===== config.mk =====
export PLATFORM = sky130hd
export DESIGN_NAME = mem_arbiter
export DESIGN_NICKNAME = d
export VERILOG_FILES = /design/src/rtl/mem_arbiter_pkg.sv /design/src/rtl/mem_arbiter.sv
export SDC_FILE = /design/constraint.sdc
export NUM_CORES = 1
export LEC_CHECK = 0
export BUFFER_PORTS_ARGS = -buffer_cell sky130_fd_sc_hd__buf_4
export CORE_MARGIN = 2
export CORE_UTILIZATION = 47
export DETAILED_ROUTE_END_ITERATION = 6
export GPL_TIMING_DRIVEN = 0
export PLACE_DENSITY = 0.79
export SETUP_SLACK_MARGIN = 0.5
export SLEW_MARGIN = 20
export SYNTH_ARGS = -nofsm -noshare
export SYNTH_HDL_FRONTEND = slang
export SYNTH_SLANG_ARGS = --single-unit
export TNS_END_PERCENT = 100

===== constraint.sdc =====
create_clock -name clock -period 3.1 [get_ports clock]
set_input_delay 0.155 -clock clock [delete_from_list [all_inputs] [get_ports clock]]
set_output_delay 0.155 -clock clock [all_outputs]
set_load 0.01 [all_outputs]

===== src/rtl/mem_arbiter_pkg.sv =====
// Shared types and constants for the fetch/data memory arbiter.
// The CPU top level imports the state encoding and abort read value from here.
package mem_arbiter_pkg;

    localparam int unsigned ADDR_W = 32;
    localparam int unsigned DATA_W = 32;
    localparam int unsigned WAIT_W = 16;

    typedef enum logic [1:0] {
        IDLE  = 2'd0,
        GNT_I = 2'd1,
        GNT_D = 2'd2
    } arb_state_e;

    // Read data returned to a requester whose memory access timed out.
    localparam logic [DATA_W-1:0] ABORT_RDATA = '0;

    typedef struct packed {
        logic              we;
        logic [ADDR_W-1:0] addr;
        logic [DATA_W-1:0] wdata;
    } mem_cmd_t;

    // Round-robin pick: 1 selects data. On contention the side not granted last wins.
    function automatic logic pick_data(input logic i_elig, input logic d_elig,
                                       input logic last_was_data);
        return d_elig & (~i_elig | ~last_was_data);
    endfunction

endpackage


===== src/rtl/mem_arbiter.sv =====
// Arbitrates an instruction-fetch port and a data port onto one memory port,
// with round-robin on contention and an m_ack timeout that aborts and flags err.
module mem_arbiter
    import mem_arbiter_pkg::*;
#(
    parameter int unsigned TIMEOUT = 255
) (
    input  logic              clock,
    input  logic              resetn,
    input  logic              i_req,
    input  logic [ADDR_W-1:0] i_addr,
    output logic              i_ack,
    output logic [DATA_W-1:0] i_rdata,
    input  logic              d_req,
    input  logic              d_we,
    input  logic [ADDR_W-1:0] d_addr,
    input  logic [DATA_W-1:0] d_wdata,
    output logic              d_ack,
    output logic [DATA_W-1:0] d_rdata,
    output logic              m_req,
    output logic              m_we,
    output logic [ADDR_W-1:0] m_addr,
    output logic [DATA_W-1:0] m_wdata,
    input  logic              m_ack,
    input  logic [DATA_W-1:0] m_rdata,
    input  logic              err_clr,
    output logic              err,
    output logic              stall
);

    arb_state_e        state;
    logic              last_data;
    mem_cmd_t          cmd_q;
    logic [WAIT_W-1:0] wait_cnt;

    logic              i_elig_c;
    logic              d_elig_c;
    logic              grant_data_c;
    logic              timeout_c;
    logic [DATA_W-1:0] rsp_data_c;

    // A requester whose ack is high this cycle is finishing, not asking again.
    assign i_elig_c     = i_req & ~i_ack;
    assign d_elig_c     = d_req & ~d_ack;
    assign grant_data_c = pick_data(i_elig_c, d_elig_c, last_data);
    assign stall        = i_elig_c | d_elig_c;

    assign timeout_c  = (state != IDLE) && !m_ack && (wait_cnt == WAIT_W'(TIMEOUT - 1));
    assign rsp_data_c = (m_ack && !cmd_q.we) ? m_rdata : ABORT_RDATA;

    assign m_we    = cmd_q.we;
    assign m_addr  = cmd_q.addr;
    assign m_wdata = cmd_q.wdata;

    always_ff @(posedge clock or negedge resetn) begin
        if (!resetn) begin
            state     <= IDLE;
            last_data <= 1'b1;
            cmd_q     <= '0;
            wait_cnt  <= '0;
            m_req     <= 1'b0;
            i_ack     <= 1'b0;
            d_ack     <= 1'b0;
            i_rdata   <= '0;
            d_rdata   <= '0;
            err       <= 1'b0;
        end else begin
            i_ack <= 1'b0;
            d_ack <= 1'b0;
            if (err_clr) begin
                err <= 1'b0;
            end
            unique case (state)
                IDLE: begin
                    if (i_elig_c || d_elig_c) begin
                        wait_cnt  <= '0;
                        m_req     <= 1'b1;
                        last_data <= grant_data_c;
                        if (grant_data_c) begin
                            state       <= GNT_D;
                            cmd_q.we    <= d_we;
                            cmd_q.addr  <= d_addr;
                            cmd_q.wdata <= d_wdata;
                        end else begin
                            state       <= GNT_I;
                            cmd_q.we    <= 1'b0;
                            cmd_q.addr  <= i_addr;
                            cmd_q.wdata <= '0;
                        end
                    end
                end
                GNT_I, GNT_D: begin
                    if (m_ack || timeout_c) begin
                        state <= IDLE;
                        m_req <= 1'b0;
                        if (state == GNT_I) begin
                            i_ack   <= 1'b1;
                            i_rdata <= rsp_data_c;
                        end else begin
                            d_ack   <= 1'b1;
                            d_rdata <= rsp_data_c;
                        end
                        // Timeout wins over a simultaneous err_clr.
                        if (timeout_c) begin
                            err <= 1'b1;
                        end
                    end else begin
                        wait_cnt <= wait_cnt + WAIT_W'(1);
                    end
                end
                default: begin
                    state <= IDLE;
                    m_req <= 1'b0;
                end
            endcase
        end
    end

endmodule

==> results.cfg, run 1 <==
[outcome]
status = finished clean

[floorplan]
die_height_um = 118
core_area_um2 = 12700
die_w_um = 118
die_area_um2 = 14000
initial_utilization_pct = 48.4
num_io_pins = 269
row_count = 41

[finish]
seqCellArea_um2 = 3800
fillers = 800
drive_gt1_share_pct = 37.5
final_cell_area_um2 = 9830
multi_input_area_um2 = 2190
syn2layout_area_growth_pct = 59.7
num-nets-final = 1001
antenna_cells = 0

[clock_tree]
cts_root_buf = clkbuf_16
htreeDepth = 4
cts_tree = yes
insertion_delay_ns = 0.43
cts_num_sinks = 152
cts_buffer_depth = 2
numCtsBuffers = 17
path_clk_slew_ns = 0.06

[pwr]
combPwrFrac_pct = 42.9
seqPwrFrac_pct = 34.4
switching_share_pct = 35.2
vdd_drop_max_v = 0.000494
p_per_area_nw_per_um2 = 981
intPower_w = 0.00624
switching_power_w = 0.00340
leakage_nw = 4.95
p_clk_share_pct = 22.7

[logic_synthesis]
syn_nets = 641
synth.distinct_cells = 43
ys_seq_elements = 152
synth_edf_count = 0
synthesis.area_um2 = 6150
ys.flop_type = dfrtp_1
ys_seq_area_share_pct = 61.8
syn_inst = 502
avgSynthCellArea_um2 = 12.3
ys_async_sr_fraction_pct = 100
synth_warnings = 0

[setup_path]
start_kind = flop
cp.arrival_ns = 2.90
crit_type = reg2reg
cp-end-kind = flop
cp_max_fo = 10
worstPathRequired_ns = 3.41

[sta]
hold_viol = 0
fmax_mhz = 385
min_period_over_period_pct = 83.7
final.setup.tns_ns = 0
setup_viol = 0
worstMarginPinSlew_ns = 0.736
maxSlewViolCount = 0
rsz0062_at_grt = true
clock-skew-final_ns = 0.00976
post-route-min-period_ns = 2.60
relSlewSlack_pct = 50.9

[grt]
grt_usage_pct = 29.4
grt_pass1_vias = 6100
grt_max_degree = 106
grt.overflow.total = 0
grt_pass1_wl_um = 32000
antenna_found_initial = 0

[detailed_routing]
drtIter0Drc = 394
drt_first_pass_iters = 4
num_vias = 5739
wl_per_cell_um = 19.7
drt_wl_total_um = 20500
viasPerCell = 5.49
drtAntennaViolNets = 0
drcViolationCount = 0

[placement]
port_buffers = 268
placed_area_um2 = 8420
gp_congestion = 0.882
place_hpwl_um = 14000

[flow_run]
max_cap_viol_count = 0

[hold_path]
holdCritPathClass = in2reg
-- state kept, by name (all words and copies together), names as in the netlist --
| name | cells |
|---|---|
| d_rdata | 32 |
| m_wdata | 32 |
| d_ack | 1 |
| m_we | 1 |
| i_ack | 1 |
| wait_cnt | 16 |
| state | 2 |
| last_data | 1 |
| err | 1 |
| m_addr | 32 |
| m_req | 1 |
| i_rdata | 32 |
-- layout by cell type (no fill, tap or decap), types with 2 or more instances in the layout --
cell type,count
a21oi_1,6
nand3_1,10
mux2i_1,32
nand2_1,47
and3_1,2
clkbuf_16,17
a22o_1,101
inv_2,3
nand2b_1,8
buf_8,4
buf_6,5
bufinv_16,4
dfrtp_1,151
mux2_2,3
clkbuf_8,3
nor2_1,8
dlygate4sd3_1,67
nor4_1,2
clkinv_2,4
inv_1,9
o22ai_1,2
a32o_1,2
nand4_1,2
o21ai_0,41
buf_4,272
clkbuf_1,27
or3_1,2
a31oi_1,6
or4_1,2
ha_1,3
nor3_1,2
-- layout make-up --
cell class              count  area share [%]
clock inverters             9            1.50
well taps                 172            2.19
multi-input cells         303            22.3
plain buffers              35            2.07
flip-flops and latches    152            38.7
clock buffers              21            4.79
inverters                  12           0.458
repair buffers            341            28.0
-- synth_stat cells (all sizes together), types with 3 or more instances --
cell	count	area, µm²
dfrtp	151	3780
inv	12	45.0
o21ai	42	210
mux2i	32	320
a22o	101	885
mux2	3	33.8
nand2b	8	50.1
or4	3	22.5
a31oi	6	37.5
a21oi	6	30.0
clkbuf	26	97.6
ha	4	50.1
nand3	10	50.1
nand2	48	180
buf	9	62.6
nor2	9	33.8
-- worst paths after layout --
path / from / endpoint / slack (ns) / cells after the start
setup / recovery: state[0]$_DFFE_PN0P_ / d_rdata[10]$_DFFE_PN0P_ / 0.50 / 10
hold reg to reg: m_addr[18]$_DFFE_PN0P_ / m_addr[18]$_DFFE_PN0P_ / 0.48 / 2
hold / removal: d_addr[23] / m_addr[23]$_DFFE_PN0P_ / 0.02 / 3
max in group asynchronous: resetn / m_addr[1]$_DFFE_PN0P_ / 2.05 / 3
min in group asynchronous: resetn / i_rdata[19]$_DFFE_PN0P_ / 0.22 / 2
setup reg to reg: state[0]$_DFFE_PN0P_ / d_rdata[10]$_DFFE_PN0P_ / 0.50 / 10
-- layer usage --
metal	part of all wire (%)	track usage [%]
met4	4.1	13.6
met5	0	0
met1	37	33.4
met2	53	52.2
met3	5.9	6.95
-- critical path: stages (launching register included) --
cell,delay [ns]
dfrtp_1,0.38
inv_2,0.06
ha_4,0.16
or4b_1,0.49
or4_4,0.50
buf_8,0.15
a21boi_4,0.14
nand2b_1,0.08
buf_6,0.14
buf_8,0.14
a22o_1,0.24
-- kinds of logic after synthesis --
| kind of cell | after synthesis | synth area share [%] |
|---|---|---|
| AOI/OAI and AO/OA | 169 | 20.8 |
| DFF | 152 | 61.8 |
| and+or+nand+nor | 94 | 7.34 |
| buffers and inverters | 47 | 3.33 |
| muxes | 35 | 5.75 |
| adders and majority gates | 4 | 0.813 |
| xor gates and xnor gates | 1 | 0.142 |
-- power groups by stage --
stage	sequential (W)	combinational (W)	clock (W)
after floorplan	0.00358	0.00161	0
after global placement	0.00326	0.00379	0
final	0.00332	0.00413	0.00219
after detailed placement	0.00331	0.00391	0
after global routing	0.00339	0.00440	0.00231
after CTS	0.00329	0.00407	0.00220
-- through the flow --
step,setup WS [ns],cells,util [%],hold slack (ns),total power (W)
6_report,0.504,1045,77.3,0.0191,0.00964
2_1_floorplan,0.544,502,-,-0.141,0.00519
4_1_cts,0.538,1044,77.0,0.0149,0.00956
5_1_grt,0.466,1045,77.3,0.0178,0.0101
3_5_place_dp,0.252,943,66.2,0.0749,0.00722
3_3_place_gp,0.348,942,65.9,0.353,0.00705
-- repair_timing --
item                       CTS  global route
pin swaps                    5            10
hold buffers                67             0
setup endpoints to repair   70            66
buffers inserted             4             1
hold endpoints to repair   145             0
resized for setup           15             9
(Power assumes the default switching activity.)
==> inputs of run 2 (changes only) <==
Settings changed: CORE_UTILIZATION 47 to 43, PLACE_DENSITY 0.79 to 0.76.
Clock period 3.1 ns to 2.1 ns, I/O delays scaled along.
==> run 2 against run 1 <==
  * The run now ends with negative hold slack, negative setup slack left
  * Cell area rose by 12%
  * Worst setup slack lost 1.1 ns
  * First-iteration DRC count fell by 4.6%
==> results.cfg, run 2 (synthesis gave the netlist of run 1 again) <==
[grt]
antenna_found_initial = 0
grt_pass1_vias = 6742
grt_usage_pct = 30.9
grt_max_degree = 105
grt_pass1_wl_um = 35400
grt.overflow.total = 0

[sta]
worstMarginPinSlew_ns = 0.617
rsz0062_at_grt = true
setup_viol = 85
maxSlewViolCount = 0
hold-worst-slack_ns = -0.0219
fmax_mhz = 370
min_period_over_period_pct = 129
clock-skew-final_ns = 0.00729
relSlewSlack_pct = 58.8
hold_viol = 4
post-route-min-period_ns = 2.70
setup_slack_ns = -0.599

[detailed_routing]
viasPerCell = 5.70
drtAntennaViolNets = 0
num_vias = 6458
drtIter0Drc = 376
drt_first_pass_iters = 5
wl_per_cell_um = 22.0
drcViolationCount = 0
drt_wl_total_um = 25000

[pwr]
p_total_w = 0.0154
vdd_drop_max_v = 0.000840
p_per_area_nw_per_um2 = 1390
leakage_nw = 5.43

[placement]
placed_cells = 951
pre_cts_slack_ns = -0.744
port_buffers = 268
gp_congestion = 0.812
placed_area_um2 = 8470
place_hpwl_um = 13800

[floorplan]
die_area_um2 = 15300
core_area_um2 = 13900
die_height_um = 124
row_count = 43
die_w_um = 124
initial_utilization_pct = 44.2
num_io_pins = 269

[clock_tree]
path_clk_slew_ns = 0.06
cts_tree = yes
cts_root_buf = clkbuf_16
cts_num_sinks = 152
cts_buffer_depth = 2
numCtsBuffers = 17
htreeDepth = 4
insertion_delay_ns = 0.43

[finish]
final_cells = 1133
num-nets-final = 1078
seqCellArea_um2 = 3800
multi_input_area_um2 = 2450
drive_gt1_share_pct = 42.9
fillers = 727
syn2layout_area_growth_pct = 79.1
final_cell_mix = buf_4 (287), dfrtp_1 (151), dlygate4sd3_1 (117)
final_cell_area_um2 = 11000
layout_commonest_cell = buf_4

[setup_path]
worstPathRequired_ns = 2.41
crit_type = reg2reg
cp.arrival_ns = 3.01
start_kind = flop
cp-end-kind = flop
cp_max_fo = 10

[outcome]
violations = negative hold slack, negative setup slack
status = complete, but fails checks

[hold_path]
holdCritPathClass = in2reg

[flow_run]
max_cap_viol_count = 0
[run 2: cell count changes in the layout (fill, tap and decap cells not counted), moves of 6 or more]
cell and change:
clkbuf_1 -17, buf_4 +15, buf_6 +11, o21ai_1 +25, dlygate4sd3_1 +50, o21ai_0 -29, clkbuf_2 +6, mux2i_1 -10
[run 2: power by group]
part           leakage [nW]  internal [W]  total [W]  switching (W)
clock network         0.285       0.00189    0.00314        0.00125
logic                  3.20       0.00373    0.00727        0.00353
registers              1.95       0.00413    0.00495       0.000827
total                  5.43       0.00975     0.0154        0.00561
[run 2: timing repair]
item | 4_1_cts | 5_1_grt
hold endpoints to repair | 170 | 2
gates cloned | 1 | 4
buffers inserted | 16 | 11
setup endpoints to repair | 152 | 148
resized for setup | 73 | 88
pin swaps | 13 | 47
hold buffers | 115 | 2
[run 2: cell type report]
cell class | count | share of cell area [%]
multi-input combinational | 303 | 22.3
inverter | 12 | 0.409
tap | 180 | 2.04
sequential | 152 | 34.5
buffer | 35 | 2.99
clock buffer | 19 | 4.02
clock inverter | 13 | 1.40
timing repair buffer | 418 | 32.3
antenna | 1 | 0.0227
[run 2: routing by layer]
layer,vias up,wire (µm),global-route usage (%)
met3,126,1330,6.50
met5,-,0,0
met1,3222,8980,34.6
met2,367,13000,53.6
li1,2743,-,-
met4,0,1670,19.3
[run 2: metrics by stage]
stage / util, % / setup TNS (ns)
after floorplan: - / -21.70
after global placement: 60.5 / -37.97
after detailed placement: 60.8 / -45.96
after CTS: 76.1 / -32.99
after global routing: 79.1 / -44.20
final: 79.1 / -41.89
[run 2: worst max-delay path: stages, from the launching register on]
cell and delay, ns:
dfrtp_1 0.46, or4_1 0.59, or4_4 0.56, buf_6 0.15
a21boi_4 0.17, nand2b_1 0.12, buf_6 0.16, buf_8 0.14
a22o_1 0.22
[run 2: worst paths after layout]
path	start	slack (ns)	depth (start not counted)	endpoint
max	wait_cnt[8]$_DFFE_PN0P_	-0.60	8	d_rdata[27]$_DFFE_PN0P_
min	d_addr[0]	-0.02	3	m_addr[0]$_DFFE_PN0P_
max reg2reg	wait_cnt[8]$_DFFE_PN0P_	-0.60	8	d_rdata[27]$_DFFE_PN0P_
min reg2reg	m_addr[10]$_DFFE_PN0P_	0.49	2	m_addr[10]$_DFFE_PN0P_
max in group asynchronous	resetn	1.06	3	last_data$_DFFE_PN1P_
min in group asynchronous	resetn	0.21	2	m_addr[24]$_DFFE_PN0P_
